==> config.mk <==
export PLATFORM = sky130hd
export DESIGN_NAME = lif_hebbian_nin
export DESIGN_NICKNAME = d
export VERILOG_FILES = /design/src/rtl/lif_pkg.sv /design/src/rtl/lif_syn_cell.sv /design/src/rtl/lif_hebbian_nin.sv
export SDC_FILE = /design/constraint.sdc
export NUM_CORES = 1
export LEC_CHECK = 0
export ABC_AREA = 1
export BUFFER_PORTS_ARGS = -buffer_cell sky130_fd_sc_hd__buf_2
export CAP_MARGIN = 20
export CELL_PAD_IN_SITES_DETAIL_PLACEMENT = 0
export CELL_PAD_IN_SITES_GLOBAL_PLACEMENT = 1
export CORE_ASPECT_RATIO = 1.5
export CORE_MARGIN = 3
export CORE_UTILIZATION = 30
export DETAILED_ROUTE_END_ITERATION = 8
export GPL_ROUTABILITY_DRIVEN = 0
export GPL_TIMING_DRIVEN = 1
export PLACE_DENSITY = 0.6
export SLEW_MARGIN = 20
export SYNTH_ARGS = -nofsm -noshare
export SYNTH_HDL_FRONTEND = slang
export SYNTH_SLANG_ARGS = --single-unit
==> constraint.sdc <==
create_clock -name clk -period 14.87 [get_ports clk]
set_input_delay 2.2305 -clock clk [delete_from_list [all_inputs] [get_ports clk]]
set_output_delay 2.2305 -clock clk [all_outputs]
set_load 0.01 [all_outputs]
==> src/rtl/lif_pkg.sv <==
// Shared types and helpers for the Hebbian LIF neuron: FSM state encoding,
// saturating arithmetic and trace-width sizing.
package lif_pkg;

  typedef enum logic [0:0] {
    INTEGRATE  = 1'b0,
    REFRACTORY = 1'b1
  } lif_state_e;

  function automatic int trace_width(input int trace_max);
    return (trace_max < 1) ? 1 : $clog2(trace_max + 1);
  endfunction

  function automatic int unsigned sat_add(input int unsigned a, input int unsigned b,
                                          input int unsigned lim);
    return ((a + b) > lim) ? lim : (a + b);
  endfunction

  function automatic int unsigned sat_sub(input int unsigned a, input int unsigned b);
    return (a > b) ? (a - b) : 32'd0;
  endfunction

endpackage

==> src/rtl/lif_syn_cell.sv <==
// One synapse: learned weight plus presynaptic eligibility trace, with
// trace-gated LTP / proportional LTD applied when the neuron fires.
module lif_syn_cell
  import lif_pkg::*;
#(
  parameter int W_W         = 8,
  parameter int ETA         = 4,
  parameter int DECAY_SHIFT = 4,
  parameter int W_MAX       = 255,
  parameter int W_INIT      = 32,
  parameter int TRACE_MAX   = 15,
  parameter int TR_W        = 4
) (
  input  logic           clk,
  input  logic           reset_n,
  input  logic           en_i,
  input  logic           learn_en_i,
  input  logic           x_i,
  input  logic           spike_i,
  output logic [W_W-1:0] w_o,
  output logic [W_W-1:0] contrib_o
);

  logic [W_W-1:0]  w_q, w_d;
  logic [TR_W-1:0] tr_q, tr_d;
  logic            elig_s;

  // Weight and trace registers
  always_ff @(posedge clk or negedge reset_n) begin
    if (!reset_n) begin
      w_q  <= W_W'(W_INIT);
      tr_q <= '0;
    end else begin
      w_q  <= w_d;
      tr_q <= tr_d;
    end
  end

  // Eligibility uses the trace value from before this tick's reload/decay
  always_comb begin
    elig_s = x_i | (tr_q != '0);
    w_d    = w_q;
    tr_d   = tr_q;
    if (en_i) begin
      if (x_i) begin
        tr_d = TR_W'(TRACE_MAX);
      end else if (tr_q != '0) begin
        tr_d = tr_q - TR_W'(1);
      end else begin
        tr_d = '0;
      end
      if (spike_i && learn_en_i) begin
        if (elig_s) begin
          w_d = W_W'(sat_add(32'(w_q), 32'(ETA), 32'(W_MAX)));
        end else begin
          w_d = W_W'(sat_sub(32'(w_q), 32'(w_q >> DECAY_SHIFT)));
        end
      end else begin
        w_d = w_q;
      end
    end else begin
      w_d  = w_q;
      tr_d = tr_q;
    end
  end

  assign w_o       = w_q;
  assign contrib_o = x_i ? w_q : '0;

endmodule

==> src/rtl/lif_hebbian_nin.sv <==
// N_IN-input leaky integrate-and-fire neuron with absolute refractory period
// and online trace-based Hebbian weight learning on each output spike.
module lif_hebbian_nin
  import lif_pkg::*;
#(
  parameter int N_IN        = 8,
  parameter int W_W         = 8,
  parameter int V_W         = 12,
  parameter int V_THRESH    = 512,
  parameter int V_RESET     = 0,
  parameter int LEAK        = 2,
  parameter int ETA         = 4,
  parameter int DECAY_SHIFT = 4,
  parameter int W_MAX       = 255,
  parameter int W_INIT      = 32,
  parameter int T_REFRAC    = 4,
  parameter int TRACE_MAX   = 15
) (
  input  logic                clk,
  input  logic                reset_n,
  input  logic                en,
  input  logic                learn_en,
  input  logic [N_IN-1:0]     x,
  output logic                spike_out,
  output logic [V_W-1:0]      v_out,
  output logic [N_IN*W_W-1:0] w_flat,
  output logic                refrac_active
);

  localparam int TR_W  = trace_width(TRACE_MAX);
  localparam int SUM_W = W_W + $clog2(N_IN);
  localparam int EXT_W = ((SUM_W > V_W) ? SUM_W : V_W) + 2;
  localparam int CNT_W = (T_REFRAC > 0) ? $clog2(T_REFRAC + 1) : 1;
  localparam logic signed [EXT_W-1:0] V_MAX_EXT = {{(EXT_W-V_W){1'b0}}, {V_W{1'b1}}};

  logic [W_W-1:0]          contrib_s [N_IN];
  logic [SUM_W-1:0]        sum_s;
  logic signed [EXT_W-1:0] vn_ext_s;
  logic [V_W-1:0]          vn_s, v_q, v_d;
  logic                    spike_q, spike_d, fire_s;
  lif_state_e              state_q, state_d;
  logic [CNT_W-1:0]        cnt_q, cnt_d;

  for (genvar i = 0; i < N_IN; i++) begin : g_syn
    lif_syn_cell #(
      .W_W(W_W), .ETA(ETA), .DECAY_SHIFT(DECAY_SHIFT), .W_MAX(W_MAX),
      .W_INIT(W_INIT), .TRACE_MAX(TRACE_MAX), .TR_W(TR_W)
    ) u_cell (
      .clk       (clk),
      .reset_n   (reset_n),
      .en_i      (en),
      .learn_en_i(learn_en),
      .x_i       (x[i]),
      .spike_i   (fire_s),
      .w_o       (w_flat[i*W_W +: W_W]),
      .contrib_o (contrib_s[i])
    );
  end

  // Synaptic adder tree
  always_comb begin
    sum_s = '0;
    for (int i = 0; i < N_IN; i++) begin
      sum_s = sum_s + SUM_W'(contrib_s[i]);
    end
  end

  // Candidate potential, clamped to the representable range, and fire decision
  always_comb begin
    vn_ext_s = $signed(EXT_W'(v_q)) + $signed(EXT_W'(sum_s)) - $signed(EXT_W'(LEAK));
    if (vn_ext_s[EXT_W-1]) begin
      vn_s = '0;
    end else if (vn_ext_s > V_MAX_EXT) begin
      vn_s = '1;
    end else begin
      vn_s = vn_ext_s[V_W-1:0];
    end
    fire_s = en && (state_q == INTEGRATE) && (vn_s >= V_W'(V_THRESH));
  end

  // State register
  always_ff @(posedge clk or negedge reset_n) begin
    if (!reset_n) begin
      state_q <= INTEGRATE;
    end else begin
      state_q <= state_d;
    end
  end

  // Next-state logic
  always_comb begin
    state_d = state_q;
    case (state_q)
      INTEGRATE: begin
        if (fire_s && (T_REFRAC > 0)) state_d = REFRACTORY;
        else                          state_d = INTEGRATE;
      end
      REFRACTORY: begin
        if (en && (cnt_q == CNT_W'(1))) state_d = INTEGRATE;
        else                            state_d = REFRACTORY;
      end
      default: state_d = INTEGRATE;
    endcase
  end

  // Membrane, spike pulse and refractory counter updates
  always_comb begin
    v_d     = v_q;
    spike_d = 1'b0;
    cnt_d   = cnt_q;
    if (en) begin
      case (state_q)
        INTEGRATE: begin
          if (fire_s) begin
            v_d     = V_W'(V_RESET);
            spike_d = 1'b1;
            cnt_d   = CNT_W'(T_REFRAC);
          end else begin
            v_d = vn_s;
          end
        end
        REFRACTORY: begin
          v_d = V_W'(V_RESET);
          if (cnt_q != '0) cnt_d = cnt_q - CNT_W'(1);
          else             cnt_d = '0;
        end
        default: begin
          v_d   = V_W'(V_RESET);
          cnt_d = '0;
        end
      endcase
    end else begin
      v_d = v_q;
    end
  end

  // Datapath registers
  always_ff @(posedge clk or negedge reset_n) begin
    if (!reset_n) begin
      v_q     <= '0;
      spike_q <= 1'b0;
      cnt_q   <= '0;
    end else begin
      v_q     <= v_d;
      spike_q <= spike_d;
      cnt_q   <= cnt_d;
    end
  end

  assign v_out         = v_q;
  assign spike_out     = spike_q;
  assign refrac_active = (state_q == REFRACTORY);

endmodule

==> results.json <==
{
  "crit_path_max_incr_delay_ns": 0.55,
  "skew_ns": 0.0102,
  "worst_r2r_path_depth": 22,
  "yosys_warning_total": 0,
  "cts_buffers": 17,
  "final_cell_area_um2": 12700,
  "fmax_ghz": 0.136,
  "cts-root-buf": "sky130_fd_sc_hd__clkbuf_16",
  "edff_count_synth": 0,
  "drt-pass1-iter-count": 4,
  "worst_slew_pin_slew_ns": 0.874,
  "syn_area_per_cell_um2": 6.98,
  "synth_mux_area_share_pct": 0,
  "criticalPathCategory": "primary input to register",
  "grt_max_degree": 80,
  "static-leakage-power_nw": 6.74,
  "placement.cell_area_um2": 12100,
  "synth_xor_xnor_area_share_pct": 2.97,
  "clock_input_transition_at_the_sequential_cells_of_the_worst_setup_and_hold_paths_ns": 0.05,
  "route.detailed.wl_per_inst_um": 16.1,
  "ant_nets": 0,
  "area_growth_syn_to_layout_pct": 13.7,
  "rsz0062_at_grt": "no",
  "crit_path_max_fanout": 33,
  "vdd_ir_drop_max_mv": 0.127,
  "globalRouteTotalUtil_pct": 18.3,
  "drc": 0,
  "route.vias.total": 10300,
  "chip_width_um": 164,
  "final.period_utilization_pct": 49.4,
  "timing.critical_path.from_type": "primary input",
  "synth_compound_area_share_pct": 9.44,
  "cp_slowest_cell": "sky130_fd_sc_hd__fa_1",
  "row_count": 86,
  "synth_simple_gate_area_share_pct": 30.8,
  "cp_data_arrival_time_ns": 7.73,
  "dieHeight_um": 243,
  "grt_antenna_before_repair": 2,
  "tritoncts": "yes",
  "hold_path_class": "register to register",
  "layout-drive-gt1-share_pct": 9.78,
  "first_global_vias": 10700,
  "mostFrequentLayoutCell": "sky130_fd_sc_hd__nand2_1",
  "clock_sink_count": 113,
  "cts_resized": 0,
  "global_route_wire_length_before_repair_um": 57400,
  "final_worst_path_period_need_ns": 7.34,
  "postSynthRegisterBits": 113,
  "timing.setup.tns_ns": 0,
  "post_drt_via_cell_ratio": 4.75,
  "cts-root-to-sink-buffers": 2,
  "timing_max_transition_violations_final": 0,
  "core_area_um2": 36800,
  "netlist_instances": 1604,
  "num_io_pins": 90,
  "synth_flop_cell": "sky130_fd_sc_hd__dfrtp_1",
  "total_wirelength_um": 34900,
  "portBuffers": 89,
  "sequential_area_share_after_synthesis_pct": 25.4,
  "fin_worst_hold_slack_ns": 0.494,
  "detail_route.iter0.violations": 445,
  "layout.cells.most_common_list": "sky130_fd_sc_hd__nand2_1, sky130_fd_sc_hd__inv_1, sky130_fd_sc_hd__o21ai_0, sky130_fd_sc_hd__nand3_1, sky130_fd_sc_hd__nor2_1",
  "syn-cell-area_um2": 11200,
  "clk_latency_ns": 0.45,
  "slew_headroom_pct": 41.7,
  "setup-violations-final": 0,
  "run_status": "complete, no violations",
  "hold_path_depth": 2,
  "required_ns": 15.25,
  "cts_setup_buffers": 0,
  "dpl.hpwl_um": 27600,
  "worstSetupEndpointType": "register",
  "power-per-cell-area_nw_per_um2": 200,
  "yosys.cell_types.count": 38,
  "syn-num-nets": 1766,
  "timing.final.hold_violations": 0,
  "cts_htree_levels": 4,
  "gr-total-overflow": 0,
  "die_area_um2": 39700,
  "post_synth_fa_ha_maj_area_fraction_pct": 20.9,
  "fin_nets": 1836,
  "synth_top_family_by_area": "simple AND/OR/NAND/NOR gates",
  "drv.max_cap_violation_count": 0,
  "cts_hold_buffers": 0,
  "asyncSetResetFlopFracSynth_pct": 100,
  "starting_density_pct": 30.4
}
[stage by stage]
step                      utilization (%)  total power [mW]  setup WS [ns]  instances
after floorplan                         -              1.66           7.80       1604
after CTS                            34.6              2.57           7.48       2171
final                                34.6              2.54           7.53       2172
after global placement               32.8              2.08           7.09       2139
after global routing                 34.6              2.83           7.18       2172
after detailed placement             32.8              2.08           7.01       2139
[Yosys cell counts, types with 2 or more instances]
library cell               count  area (um^2)
sky130_fd_sc_hd__clkbuf_1     18         67.6
sky130_fd_sc_hd__nand4_1      26          163
sky130_fd_sc_hd__xor2_1       25          219
sky130_fd_sc_hd__buf_2        17         85.1
sky130_fd_sc_hd__or2_2        18          113
sky130_fd_sc_hd__nand3b_1      7         52.6
sky130_fd_sc_hd__a21oi_1      31          155
sky130_fd_sc_hd__nand2_4       3         33.8
sky130_fd_sc_hd__o21ai_0     132          661
sky130_fd_sc_hd__nor2_8        2         40.0
sky130_fd_sc_hd__o22ai_1      11         68.8
sky130_fd_sc_hd__nand3_2       2         20.0
sky130_fd_sc_hd__nor3_1       14         70.1
sky130_fd_sc_hd__xnor2_1      13          114
sky130_fd_sc_hd__nand2_2       5         31.3
sky130_fd_sc_hd__and3_1        3         18.8
sky130_fd_sc_hd__fa_1         62         1240
sky130_fd_sc_hd__o311ai_0      2         17.5
sky130_fd_sc_hd__dfrtp_1     105         2630
sky130_fd_sc_hd__inv_1       254          953
sky130_fd_sc_hd__nor2_1      125          469
sky130_fd_sc_hd__nor4_1        6         37.5
sky130_fd_sc_hd__dfstp_2       8          210
sky130_fd_sc_hd__o21ai_1      18         90.1
sky130_fd_sc_hd__o211ai_1      5         37.5
sky130_fd_sc_hd__nand3_1     127          636
sky130_fd_sc_hd__a31oi_1       3         18.8
sky130_fd_sc_hd__nand2_1     460         1730
sky130_fd_sc_hd__inv_2         2         7.51
sky130_fd_sc_hd__buf_6         5         56.3
sky130_fd_sc_hd__ha_1         88         1100
[area by class of cell]
type                       count  area (um^2)
clock buffer                  22          484
fill                        4060        24100
multi-input combinational   1194         7180
clock inverter                10          180
inverter                     256          961
sequential                   113         2840
timing repair buffer          92          470
tap                          484          606
antenna                        1         2.50
[worst paths after layout]
path	startpoint	endpoint	slack, ns
setup / recovery	x[1]	g_syn[7].u_cell.w_o[1]$_DFFE_PN0P_	7.53
hold / removal	g_syn[5].u_cell.tr_q[3]$_DFFE_PN0P_	g_syn[5].u_cell.tr_q[3]$_DFFE_PN0P_	0.49
setup reg to reg	g_syn[4].u_cell.w_o[4]$_DFFE_PN0P_	g_syn[7].u_cell.w_o[1]$_DFFE_PN0P_	8.92
hold reg to reg	g_syn[5].u_cell.tr_q[3]$_DFFE_PN0P_	g_syn[5].u_cell.tr_q[3]$_DFFE_PN0P_	0.49
max in group asynchronous	reset_n	g_syn[2].u_cell.w_o[3]$_DFFE_PN0P_	11.72
min in group asynchronous	reset_n	g_syn[0].u_cell.tr_q[1]$_DFFE_PN0P_	1.88
[state kept, by name (all words and copies together), names as in the netlist]
register and flops:
refrac_active 1, g_syn.u_cell.tr_q 32, spike_out 1, v_out 12, g_syn.u_cell.w_o 64, cnt_q 3
[layer usage]
layer | vias up | share of wire [%] | global-route usage (%)
li1 | 5244 | - | -
met1 | 4888 | 41 | 20.8
met2 | 143 | 54 | 34.0
met3 | 47 | 2.4 | 2.33
met4 | 2 | 2.5 | 7.09
met5 | - | 0.037 | 0
[critical path, delay by kind of cell]
family | cells | cell delay [ns]
adder cells (fa/ha/maj) | 6 | 3.00
buffers and inverters | 6 | 0.46
AND/OR/NAND/NOR | 13 | 2.00
[cells by family after synthesis]
family	Yosys count
buffers and inverters	297
adder cells (fa/ha/maj)	150
XOR/XNOR	38
flip-flops	113
AO/OA/AOI/OAI	203
AND/OR/NAND/NOR	803
[power by group]
part / switching (mW) / internal (mW)
logic: 0.989 / 0.601
clock network: 0.156 / 0.314
registers: 0.118 / 0.362
(Power assumes the default switching activity.)
